File: src/rtl/control_pkg.sv
// Shared opcode, funct7 and ALUOp encodings and the FSM state type
// for the registered decode-stage control unit.
package control_pkg;

   localparam logic [6:0] OPC_RTYPE  = 7'b0110011;
   localparam logic [6:0] OPC_ITYPE  = 7'b0010011;
   localparam logic [6:0] OPC_LOAD   = 7'b0000011;
   localparam logic [6:0] OPC_STORE  = 7'b0100011;
   localparam logic [6:0] OPC_BRANCH = 7'b1100011;

   localparam logic [6:0] FUNCT7_MULDIV = 7'b0000001;

   localparam logic [1:0] ALUOP_LDST   = 2'b00;
   localparam logic [1:0] ALUOP_BRANCH = 2'b01;
   localparam logic [1:0] ALUOP_RTYPE  = 2'b10;
   localparam logic [1:0] ALUOP_ITYPE  = 2'b11;

   typedef enum logic {
      ST_IDLE = 1'b0,
      ST_BUSY = 1'b1
   } state_e;

endpackage

File: src/rtl/control_decode.sv
// Combinational opcode/funct7 decode into the control bundle, with
// MUL/DIV and illegal-instruction flags.
module control_decode
   import control_pkg::*;
#(
   parameter int OP_W     = 7,
   parameter int ALUOP_W  = 2,
   parameter int ENABLE_M = 1
) (
   input  logic [OP_W-1:0]    op_i,
   input  logic [6:0]         funct7_i,
   output logic               reg_write_o,
   output logic               mem_to_reg_o,
   output logic               mem_read_o,
   output logic               mem_write_o,
   output logic [ALUOP_W-1:0] alu_op_o,
   output logic               alu_src_o,
   output logic               branch_o,
   output logic               is_muldiv_o,
   output logic               is_illegal_o
);

   always_comb begin
      reg_write_o  = 1'b0;
      mem_to_reg_o = 1'b0;
      mem_read_o   = 1'b0;
      mem_write_o  = 1'b0;
      alu_op_o     = '0;
      alu_src_o    = 1'b0;
      branch_o     = 1'b0;
      is_muldiv_o  = 1'b0;
      is_illegal_o = 1'b0;

      if (op_i == OP_W'(OPC_RTYPE)) begin
         if (funct7_i == FUNCT7_MULDIV) begin
            if (ENABLE_M != 0) is_muldiv_o  = 1'b1;
            else               is_illegal_o = 1'b1;
         end else begin
            reg_write_o = 1'b1;
            alu_op_o    = ALUOP_W'(ALUOP_RTYPE);
         end
      end else if (op_i == OP_W'(OPC_ITYPE)) begin
         reg_write_o = 1'b1;
         alu_op_o    = ALUOP_W'(ALUOP_ITYPE);
         alu_src_o   = 1'b1;
      end else if (op_i == OP_W'(OPC_LOAD)) begin
         reg_write_o  = 1'b1;
         mem_to_reg_o = 1'b1;
         mem_read_o   = 1'b1;
         alu_op_o     = ALUOP_W'(ALUOP_LDST);
         alu_src_o    = 1'b1;
      end else if (op_i == OP_W'(OPC_STORE)) begin
         mem_write_o = 1'b1;
         alu_op_o    = ALUOP_W'(ALUOP_LDST);
         alu_src_o   = 1'b1;
      end else if (op_i == OP_W'(OPC_BRANCH)) begin
         branch_o = 1'b1;
         alu_op_o = ALUOP_W'(ALUOP_BRANCH);
      end else begin
         is_illegal_o = 1'b1;
      end
   end

endmodule

File: src/rtl/pipelined_control.sv
// Registered ID/EX control half: decodes the ID instruction, holds MUL/DIV
// in a counted BUSY state (busy_o stalls upstream), honours flush and stall.
module pipelined_control
   import control_pkg::*;
#(
   parameter int OP_W       = 7,
   parameter int ALUOP_W    = 2,
   parameter int ENABLE_M   = 1,
   parameter int MULDIV_LAT = 4,
   parameter int CNT_W      = 8
) (
   input  logic               clk_i,
   input  logic               rst_i,
   input  logic               valid_i,
   input  logic               NoOp_i,
   input  logic               flush_i,
   input  logic               stall_i,
   input  logic [OP_W-1:0]    Op_i,
   input  logic [6:0]         Funct7_i,
   output logic               RegWrite_o,
   output logic               MemtoReg_o,
   output logic               MemRead_o,
   output logic               MemWrite_o,
   output logic [ALUOP_W-1:0] ALUOp_o,
   output logic               ALUSrc_o,
   output logic               Branch_o,
   output logic               MulDiv_o,
   output logic               valid_o,
   output logic               illegal_o,
   output logic               busy_o
);

   typedef struct packed {
      logic               reg_write;
      logic               mem_to_reg;
      logic               mem_read;
      logic               mem_write;
      logic [ALUOP_W-1:0] alu_op;
      logic               alu_src;
      logic               branch;
      logic               mul_div;
      logic               valid;
   } bundle_t;

   bundle_t    dec;
   logic       dec_muldiv;
   logic       dec_illegal;

   bundle_t    ctrl_q, ctrl_d;
   logic       illegal_q, illegal_d;
   state_e     state_q, state_d;
   logic [CNT_W-1:0] cnt_q, cnt_d;

   control_decode #(
      .OP_W     (OP_W),
      .ALUOP_W  (ALUOP_W),
      .ENABLE_M (ENABLE_M)
   ) u_decode (
      .op_i         (Op_i),
      .funct7_i     (Funct7_i),
      .reg_write_o  (dec.reg_write),
      .mem_to_reg_o (dec.mem_to_reg),
      .mem_read_o   (dec.mem_read),
      .mem_write_o  (dec.mem_write),
      .alu_op_o     (dec.alu_op),
      .alu_src_o    (dec.alu_src),
      .branch_o     (dec.branch),
      .is_muldiv_o  (dec_muldiv),
      .is_illegal_o (dec_illegal)
   );

   assign dec.mul_div = 1'b0;
   assign dec.valid   = 1'b1;

   always_comb begin
      ctrl_d    = ctrl_q;
      illegal_d = illegal_q;
      state_d   = state_q;
      cnt_d     = cnt_q;

      if (flush_i) begin
         ctrl_d    = '0;
         illegal_d = 1'b0;
         state_d   = ST_IDLE;
         cnt_d     = '0;
      end else if (!stall_i) begin
         ctrl_d    = '0;
         illegal_d = 1'b0;
         unique case (state_q)
            ST_IDLE: begin
               if (valid_i && !NoOp_i) begin
                  if (dec_muldiv) begin
                     state_d = ST_BUSY;
                     cnt_d   = CNT_W'(MULDIV_LAT - 1);
                  end else if (dec_illegal) begin
                     illegal_d = 1'b1;
                  end else begin
                     ctrl_d = dec;
                  end
               end
            end
            ST_BUSY: begin
               if (cnt_q != '0) begin
                  cnt_d = cnt_q - CNT_W'(1);
               end else begin
                  ctrl_d.reg_write = 1'b1;
                  ctrl_d.alu_op    = ALUOP_W'(ALUOP_RTYPE);
                  ctrl_d.mul_div   = 1'b1;
                  ctrl_d.valid     = 1'b1;
                  state_d          = ST_IDLE;
               end
            end
            default: state_d = ST_IDLE;
         endcase
      end
   end

   always_ff @(posedge clk_i) begin
      if (rst_i) begin
         ctrl_q    <= '0;
         illegal_q <= 1'b0;
         state_q   <= ST_IDLE;
         cnt_q     <= '0;
      end else begin
         ctrl_q    <= ctrl_d;
         illegal_q <= illegal_d;
         state_q   <= state_d;
         cnt_q     <= cnt_d;
      end
   end

   assign RegWrite_o = ctrl_q.reg_write;
   assign MemtoReg_o = ctrl_q.mem_to_reg;
   assign MemRead_o  = ctrl_q.mem_read;
   assign MemWrite_o = ctrl_q.mem_write;
   assign ALUOp_o    = ctrl_q.alu_op;
   assign ALUSrc_o   = ctrl_q.alu_src;
   assign Branch_o   = ctrl_q.branch;
   assign MulDiv_o   = ctrl_q.mul_div;
   assign valid_o    = ctrl_q.valid;
   assign illegal_o  = illegal_q;
   assign busy_o     = (state_q == ST_BUSY);

endmodule

File: config.mk
export PLATFORM = sky130hd
export DESIGN_NAME = pipelined_control
export DESIGN_NICKNAME = d
export VERILOG_FILES = /design/src/rtl/control_pkg.sv /design/src/rtl/control_decode.sv /design/src/rtl/pipelined_control.sv
export SDC_FILE = /design/constraint.sdc
export NUM_CORES = 1
export LEC_CHECK = 0
export ABC_AREA = 1
export CORE_ASPECT_RATIO = 0.7
export CORE_MARGIN = 5
export CORE_UTILIZATION = 45
export DETAILED_ROUTE_END_ITERATION = 6
export PLACE_DENSITY_LB_ADDON = 0.25
export SLEW_MARGIN = 20
export SYNTH_ARGS = -nofsm -noshare
export SYNTH_HDL_FRONTEND = slang
export SYNTH_SLANG_ARGS = --single-unit
File: constraint.sdc
create_clock -name clk_i -period 2.02 [get_ports clk_i]
set_input_delay 0.303 -clock clk_i [delete_from_list [all_inputs] [get_ports clk_i]]
set_output_delay 0.303 -clock clk_i [all_outputs]
set_load 0.1 [all_outputs]
### Word-level counts from Yosys, hierarchy flattened

Index checks and enable logic that the tools add are counted.

| operators by class | value |
|---|---|
| add/subtract/negate cells | 1 |
| multiply operators | 0 |
| div/mod/pow operators | 0 |
| order comparisons | 0 |
| equal/unequal tests | 9 |
| shift-type cells | 0 |
| multiplexer cells | 54 |
| bitwise gates (word level) | 2 |
| reduce and logical (&&, ||, !) cells | 5 |

Operators with widths:

| kind | number |
|---|---|
| $mux W1 | 34 |
| $mux W10 | 3 |
| $mux W8 | 3 |
| $mux W2 | 8 |
| $pmux W8 S2 | 1 |
| $eq A7 B6 Y1 const B | 2 |
| $pmux W2 S2 | 2 |
| $reduce_bool A8 Y1 | 1 |
| $sub A8 B1 Y8 const B | 1 |
| $eq A7 B1 Y1 const B | 1 |
| $eq A7 B2 Y1 const B | 1 |
| $eq A7 B5 Y1 const B | 1 |
| $eq A7 B7 Y1 const B | 1 |
| $ne A2 B2 Y1 const B | 2 |
| $pmux W1 S2 | 2 |
| $reduce_and A4 Y1 | 1 |
| $mux W3 | 1 |
| $ne A2 B1 Y1 const B | 1 |
| $not A1 Y1 | 2 |
| $reduce_or A2 Y1 | 1 |
| $logic_and A1 B1 Y1 | 1 |
| $logic_not A1 Y1 | 1 |

| storage, ports and cells | value |
|---|---|
| bits in registers | 20 |
| latch bits | 0 |
| memory bits (writable) | 0 |
| bits in read-only memories | 0 |
| input bits | 20 |
| output and inout port bits | 12 |
| memories kept | 0 |

### Logic depth before layout (Yosys ltp)

Gate-level depths: netlist of the first run.

| logic depth | value |
|---|---|
| depth in word-level cells | 10 |
| depth in mapped cells | 10 |
| gate-level depth less buffers | 10 |

### By module

Synthesis of the first run repeated with hierarchy kept, for this count alone.

| unflattened totals | value |
|---|---|
| cells, all modules | 187 |
| area total of the unflattened synthesis | 1183.6 sq um |

By module, submodules not included:

| module | instances | cells each | area an instance (sq um) |
|---|---|---|---|
| pipelined_control | 1 | 146 | 1012.2 |
| control_decode | 1 | 41 | 171.4 |

### Least setup slack after synthesis of the first run

No wires, ideal clock.

| timing | value |
|---|---|
| path type | reg-to-reg |
| start | register state_q (netlist: busy_o) |
| end | register cnt_q[2] |
| setup time | 0.132 ns |
| arrival time | 1.818 ns |
| data required time | 1.888 ns |
| path slack | 0.070 ns |
| cell stages (with the launch flop) | 6 |
| buffers on the path | 0 |
| period minus slack after synthesis | 1.950 ns |
| path through | dfxtp_1 > inv_2 > a21oi_4 > nand2_8 > nand2_1 > a21oi_2 |

| between the ends | value |
|---|---|
| longest elaborated chain between the ends | 3 |
| elaborated cells on any way between the ends | 6 |
| classes of those cells | eq/ne (3); mux (1); bitwise (1); reduce/logical (1) |

Ends and longest elaborated chain:

| element | RTL line | text |
|---|---|---|
| from (decl) | pipelined_control.sv:51 | `state_e state_q, state_d;` |
| from (signal assigned) | pipelined_control.sv:127 | `state_q <= state_d;` |
| $not A1 Y1 | pipelined_control.sv:89 | `unique case (state_q)` |
| $ne A2 B2 Y1 (no line) | n/a |  |
| $reduce_and A4 Y1 (no line) | n/a |  |
| to (signal assigned) | pipelined_control.sv:128 | `cnt_q <= cnt_d;` |
| to (decl) | pipelined_control.sv:52 | `logic [CNT_W-1:0] cnt_q, cnt_d;` |

Parallel ways exist; a longest one is shown, timed or not.
A chain may end at the register's enable or synchronous reset.

### Final worst setup path of the first run

| timing | value |
|---|---|
| start | register cnt_q[0] |
| end | register cnt_q[2] |

| between the ends | value |
|---|---|
| longest elaborated chain between the ends | 3 |
| elaborated cells on any way between the ends | 6 |
| classes of those cells | add/sub (1); eq/ne (1); mux (2); reduce/logical (2) |

Ends and longest elaborated chain:

| element | RTL line |
|---|---|
| $sub A8 B1 Y8 / $reduce_bool A8 Y1 (equally long branches) | pipelined_control.sv:104, pipelined_control.sv:103 |
| $mux W8 / $ne A2 B1 Y1 (equally long branches) | n/a |
| $pmux W8 S2 / $reduce_and A4 Y1 (equally long branches) | n/a |

Parallel ways exist; a longest one is shown, timed or not. The select of a mux whose other input is x is not followed.

==> qor.yml, run 1 <==
worst_hold_path:
  hold_end: "ALUSrc_o"
  hp-start: "ALUSrc_o"
  min_path_type: "reg -> reg"
  min_path_cells: 2
logic_synthesis:
  ys_async_sr_fraction: 0
  ys_seq_area_frac: 0.355
  ys_ff_latch: 19
  synth_top_area_cell: "dfxtp_1"
  avgSynthCellArea_um2: 6.62
  syn_inst: 162
  synthTopCellsByCount: "nand2_1, nor2_1, dfxtp_1, a21oi_1, nand3_1"
  synth-edff-count: 0
  syn-num-nets: 183
  synth-adder-area-share: 0.0117
  synth-simple-area-share: 0.389
  yosysMostFrequentCell: "nand2_1"
  synth-xor-area-share: 0.0163
  synth_top_family_by_area: "simple AND/OR/NAND/NOR gates"
  synth.cell_area_um2: 1070
  synthMuxAreaShare: 0
  synth-compound-area-share: 0.154
  synth_top_area_share: 0.355
  synth_warnings: 0
  synth.area.top_cells: "dfxtp_1, nand2_1, nor2_1"
  yosys.cell_types.count: 26
  synth_top_flop_cell: "dfxtp_1"
worst_setup_path:
  path_cells: "inv_1 > ha_1 > nand2_2 > nor2_1 > nand2_1 > nand2_2 > nand2_4 > nand2_8 > nand2_1 > a21oi_2"
  cp_slowest_stage_delay_ns: 0.34
  cp-end-kind: "flip-flop"
  critPathMaxFanout: 9
  crit_type: "reg -> reg"
  crit_required_ns: 2.26
  r2r-start: "cnt_q[0]"
  crit_arrival_ns: 1.85
  cp-start-kind: "flip-flop"
  r2r_end: "cnt_q[2]"
  ff2ff_path_depth: 10
  rrSetupSlack_ns: 0.41
  crit_path_top_delay_cell: "dfxtp_1"
clock_network:
  cts_setup_buffers: 0
  clk_pin_slew_ns: 0.10
  htree_levels: 1
  cts_buffers: 3
  clock-root-buffer: "clkbuf_4"
  post_cts_resized: 0
  ctsHoldBuffers: 0
  numClockSinks: 19
  clk_latency_ns: 0.30
  ctsLongestPathBuffers: 2
  cts_tree: "yes"
place:
  gp_congestion: 0.851
  port_buffers: 31
  dp_hpwl_um: 2300
routing:
  routed_wl_um: 2740
  drt_iter0_markers: 33
  routedWlPerCell_um: 12.0
  vias: 1166
  ant_nets: 0
  viasPerCell: 5.11
  dr.pass1.iters: 4
  drc_errors: 0
floorplan:
  die_x_um: 68.3
  core_area_um2: 2210
  start_util: 0.486
  dieHeight_um: 50.8
  ios: 32
  placementRows: 14
  die-area_um2: 3470
sta:
  finalCriticalPeriod_ns: 1.61
  worst_slew_pin_slew_ns: 0.381
  hold_ws_ns: 0.476
  fin_crit_sh: 0.796
  max_clock_freq_ghz: 0.622
  drv_slew: 0
  relSlewSlack: 0.745
  setup_viol: 0
  fin_skew_ns: 0.000621
  hold_violations: 0
  setup_tns_ns: 0
  grt_setup_unrepaired: "false"
outcome:
  outcome: "completed"
pwr:
  power_density_nw_per_um2: 472
  p_total_uw: 670
  vdd_drop_max_v: 0.000337
  netSwitchingFraction: 0.258
  switchingPower_uw: 173
  pwr-share-seq: 0.565
  power_frac_comb: 0.155
  p_leak_uw: 0.000584
  power.internal_uw: 497
  clkPwrFrac: 0.280
global_route:
  grt_pass1_vias: 1059
  grt_max_degree: 18
  antenna_found_initial: 0
  grt_pass1_wl_um: 4760
  grt.total_usage: 0.178
  grt_overflow: 0
final_layout:
  fin_nets: 218
  num_antenna_cells: 0
  area_growth_pct: 32.3
  drive_gt1_frac: 0.143
run:
  cap_violations: 0
[per-layer routing]
metal | vias to the layer above | track usage | wire (um)
met5 | - | 0 | 0
met4 | 0 | 0.0429 | 47
met3 | 7 | 0.0482 | 178
met2 | 31 | 0.285 | 1300
met1 | 530 | 0.238 | 1220
li1 | 598 | - | -
[metrics by stage]
| step | utilization | setup WS (ns) | cell area, um2 | std cells |
|---|---|---|---|---|
| after floorplan | - | 0.0699 | 1070 | 162 |
| after global placement | 0.630 | 0.284 | 1390 | 224 |
| after detailed placement | 0.630 | 0.202 | 1390 | 224 |
| after CTS | 0.643 | 0.411 | 1420 | 228 |
| after global routing | 0.643 | 0.237 | 1420 | 228 |
| final | 0.643 | 0.412 | 1420 | 228 |
[worst max-delay path, delay by kind of cell (launching register included)]
family                   cells  cell delay, ns
AO/OA/AOI/OAI                1            0.12
adder cells (fa/ha/maj)      1            0.29
buffers and inverters        1            0.13
flip-flops                   1            0.34
AND/OR/NAND/NOR              7            0.66
[power by group through the flow]
stage | clock [uW] | sequential (uW) | combinational [uW]
global placement | 0 | 387 | 101
CTS | 196 | 379 | 104
global route | 214 | 379 | 112
finish | 188 | 379 | 104
detailed placement | 0 | 387 | 104
floorplan | 0 | 408 | 31.5
[sequential cells by signal (all words and copies together) (netlist names)]
signal      count
ALUOp_o         2
valid_o         1
Branch_o        1
illegal_o       1
RegWrite_o      1
ALUSrc_o        1
MemWrite_o      1
cnt_q           8
MemRead_o       1
MulDiv_o        1
busy_o          1
[area by class of cell]
class	instances	area (um2)
fill	210	788
multi-input combinational	123	612
sequential	19	380
clock buffer	3	22.5
clock inverter	1	5.00
timing repair buffer	33	295
tap	32	40.0
inverter	17	63.8
[cell families (layout without fill, tap and decap cells)]
family | after synthesis | in the layout
AND/OR/NAND/NOR | 92 | 92
AO/OA/AOI/OAI | 28 | 28
adder cells (fa/ha/maj) | 1 | 1
flip-flops | 19 | 19
XOR/XNOR | 2 | 2
buffers and inverters | 20 | 54
[worst max path at each step]
stage                        start  slack [ns]  depth (start not counted)         end
after floorplan             busy_o        0.07                          5    cnt_q[2]
after global placement     Op_i[1]        0.28                          9  ALUOp_o[1]
after detailed placement   Op_i[6]        0.20                          9    cnt_q[2]
after CTS                 cnt_q[0]        0.41                         10    cnt_q[2]
after global routing      cnt_q[0]        0.24                         10    cnt_q[5]
final                     cnt_q[0]        0.41                         10    cnt_q[2]
[cell usage in the layout, fill, tap and decap left out, drive strengths merged]
cell type	n
ha	1
a21oi	20
o21ai	6
clkbuf	3
nand4	5
o2111ai	1
buf	14
nor2	26
o21bai	1
nor3	3
clkinv	2
xnor2	1
inv	16
xor2	1
clkdlybuf4s50	19
nand3	17
nand2	41
dfxtp	19
Power figures use the tool's default switching activity.
==> run 2: changes to the inputs <==
==> constraint.sdc (replaced) <==
create_clock -name clk_i -period 1.5 [get_ports clk_i]
set_input_delay 0.225 -clock clk_i [delete_from_list [all_inputs] [get_ports clk_i]]
set_output_delay 0.225 -clock clk_i [all_outputs]
set_load 0.1 [all_outputs]
==> qor.yml, run 2 (synthesized netlist as in run 1, its figures left out) <==
sta:
  finalCriticalPeriod_ns: 1.42
  fin_crit_sh: 0.944
  worst_slew_pin_slew_ns: 0.361  # -0.0203 ns
  drv_slew: 0  # unchanged
  hold_ws_ns: 0.497  # +0.0216 ns
  max_clock_freq_ghz: 0.706
  relSlewSlack: 0.759  # +0.0138
  setup_viol: 0  # unchanged
  hold_violations: 0  # unchanged
  fin_skew_ns: 0.00466  # +0.00404 ns
clock_network:
  clock-root-buffer: "clkbuf_4"
  ctsHoldBuffers: 0  # unchanged
  htree_levels: 1  # unchanged
  cts_buffers: 3  # unchanged
  clk_latency_ns: 0.30  # about the same
  cts_tree: "yes"
  numClockSinks: 19  # unchanged
  clk_pin_slew_ns: 0.11  # about the same
  ctsLongestPathBuffers: 2  # unchanged
final_layout:
  post-route-util: 0.773  # +0.130
  area_growth_pct: 59.2
  drive_gt1_frac: 0.243  # +0.100
  multi_input_comb_area_um2: 639  # +4.5%
  num_antenna_cells: 0  # unchanged
  largest_register: "cnt_q"
  final_common_cell: "nand2_1"
  fin_nets: 232  # +6.4%
  mostFrequentLayoutCells: "nand2_1, nor2_1, clkdlybuf4s50_1"
  largest_reg_flops: 8  # unchanged
  seq_area_um2: 388  # +2.0%
  fillers: 169  # -20%
routing:
  drc_errors: 0  # unchanged
  routed_wl_um: 3130  # +14%
  vias: 1264  # +8.4%
  dr.pass1.iters: 4  # unchanged
  drt_iter0_markers: 67  # +100%
  ant_nets: 0  # unchanged
  routedWlPerCell_um: 12.9  # +7.6%
  viasPerCell: 5.22  # +2.1%
worst_setup_path:
  cp-end-kind: "flip-flop"
  crit_arrival_ns: 1.61  # -0.24 ns
  critPathMaxFanout: 9  # unchanged
  crit_required_ns: 1.70  # -0.56 ns
  rrSetupSlack_ns: 0.10  # -0.31 ns
  r2r-start: "cnt_q[1]"
  ff2ff_path_depth: 10  # unchanged
  r2r_end: "cnt_q[0]"
  crit_type: "in -> reg"
  cp-start-kind: "input pin"
floorplan:
  core_area_um2: 2210  # unchanged
  ios: 32  # unchanged
  start_util: 0.486  # unchanged
  dieHeight_um: 50.8  # unchanged
  die-area_um2: 3470  # unchanged
  die_x_um: 68.3  # unchanged
  placementRows: 14  # unchanged
place:
  port_buffers: 31  # unchanged
  gp_congestion: 0.892  # +4.8%
  dp_hpwl_um: 2450  # +6.4%
worst_hold_path:
  hold_end: "cnt_q[0]"
  min_path_type: "reg -> reg"
  min_path_cells: 2  # unchanged
  hp-start: "cnt_q[0]"
global_route:
  antenna_found_initial: 0  # unchanged
  grt_pass1_vias: 1141  # +7.7%
  grt_pass1_wl_um: 4890  # +2.8%
  grt_max_degree: 18  # unchanged
  grt.total_usage: 0.182  # +0.00385
  grt_overflow: 0  # unchanged
pwr:
  p_total_uw: 943  # +41%
  power_density_nw_per_um2: 552  # +17%
  vdd_drop_max_v: 0.000572  # +70%
  p_leak_uw: 0.000688  # +18%
run:
  cap_violations: 0  # unchanged
outcome:
  outcome: "completed"
## run 2: repair_timing
item,CTS,global route
buffers inserted,0,1
endpoints found under the setup margin,0,14
resized for setup,0,9
## run 2: layout make-up
type                            instances  share of cell area
Clock buffer                            3              0.0132
Multi-Input combinational cell        124               0.375
Timing Repair Buffer                   46               0.318
Tap cell                               32              0.0235
Inverter                               17              0.0389
Sequential cell                        19               0.227
Clock inverter                          1             0.00440
## run 2: layer usage
layer	global-route usage	wire length [um]	share of wire	vias to the layer above
met5	0	0	0	-
met4	0.0396	29	0.0093	0
met3	0.0504	296	0.095	4
met2	0.298	1470	0.47	60
met1	0.239	1330	0.43	570
li1	-	-	-	630
## run 2: worst max path at each step
stage | from | endpoint
floorplan | cnt_q[0] | cnt_q[2]
global placement | Funct7_i[0] | cnt_q[2]
detailed placement | Funct7_i[0] | cnt_q[0]
CTS | cnt_q[0] | cnt_q[2]
global route | Funct7_i[0] | cnt_q[6]
finish | Funct7_i[0] | cnt_q[2]
## run 2: power breakdown
part	switching (uW)	internal [uW]
sequential	4.01	506
combinational	84.3	85.1
clock	162	102
## run 2: stage by stage
stage | std cells | worst slack, ns | TNS (ns) | cell area [um2]
final | 242 | 0.0845 | 0 | 1710
after global routing | 242 | -0.0354 | -0.117 | 1710
after CTS | 240 | 0.0240 | 0 | 1670
after detailed placement | 236 | -0.191 | -1.89 | 1640
after global placement | 236 | -0.116 | -1.05 | 1640
after floorplan | 162 | 0.121 | 0 | 1080
## run 2: critical path, cell delays in order
cell and delay (ns):
clkdlybuf4s50_1 0.45, inv_1 0.04, nor2_1 0.07, nand2_1 0.06
nor2_1 0.22, nand3_2 0.17, nand2_4 0.16, nand2_8 0.08
nand2_1 0.09, a21oi_2 0.05
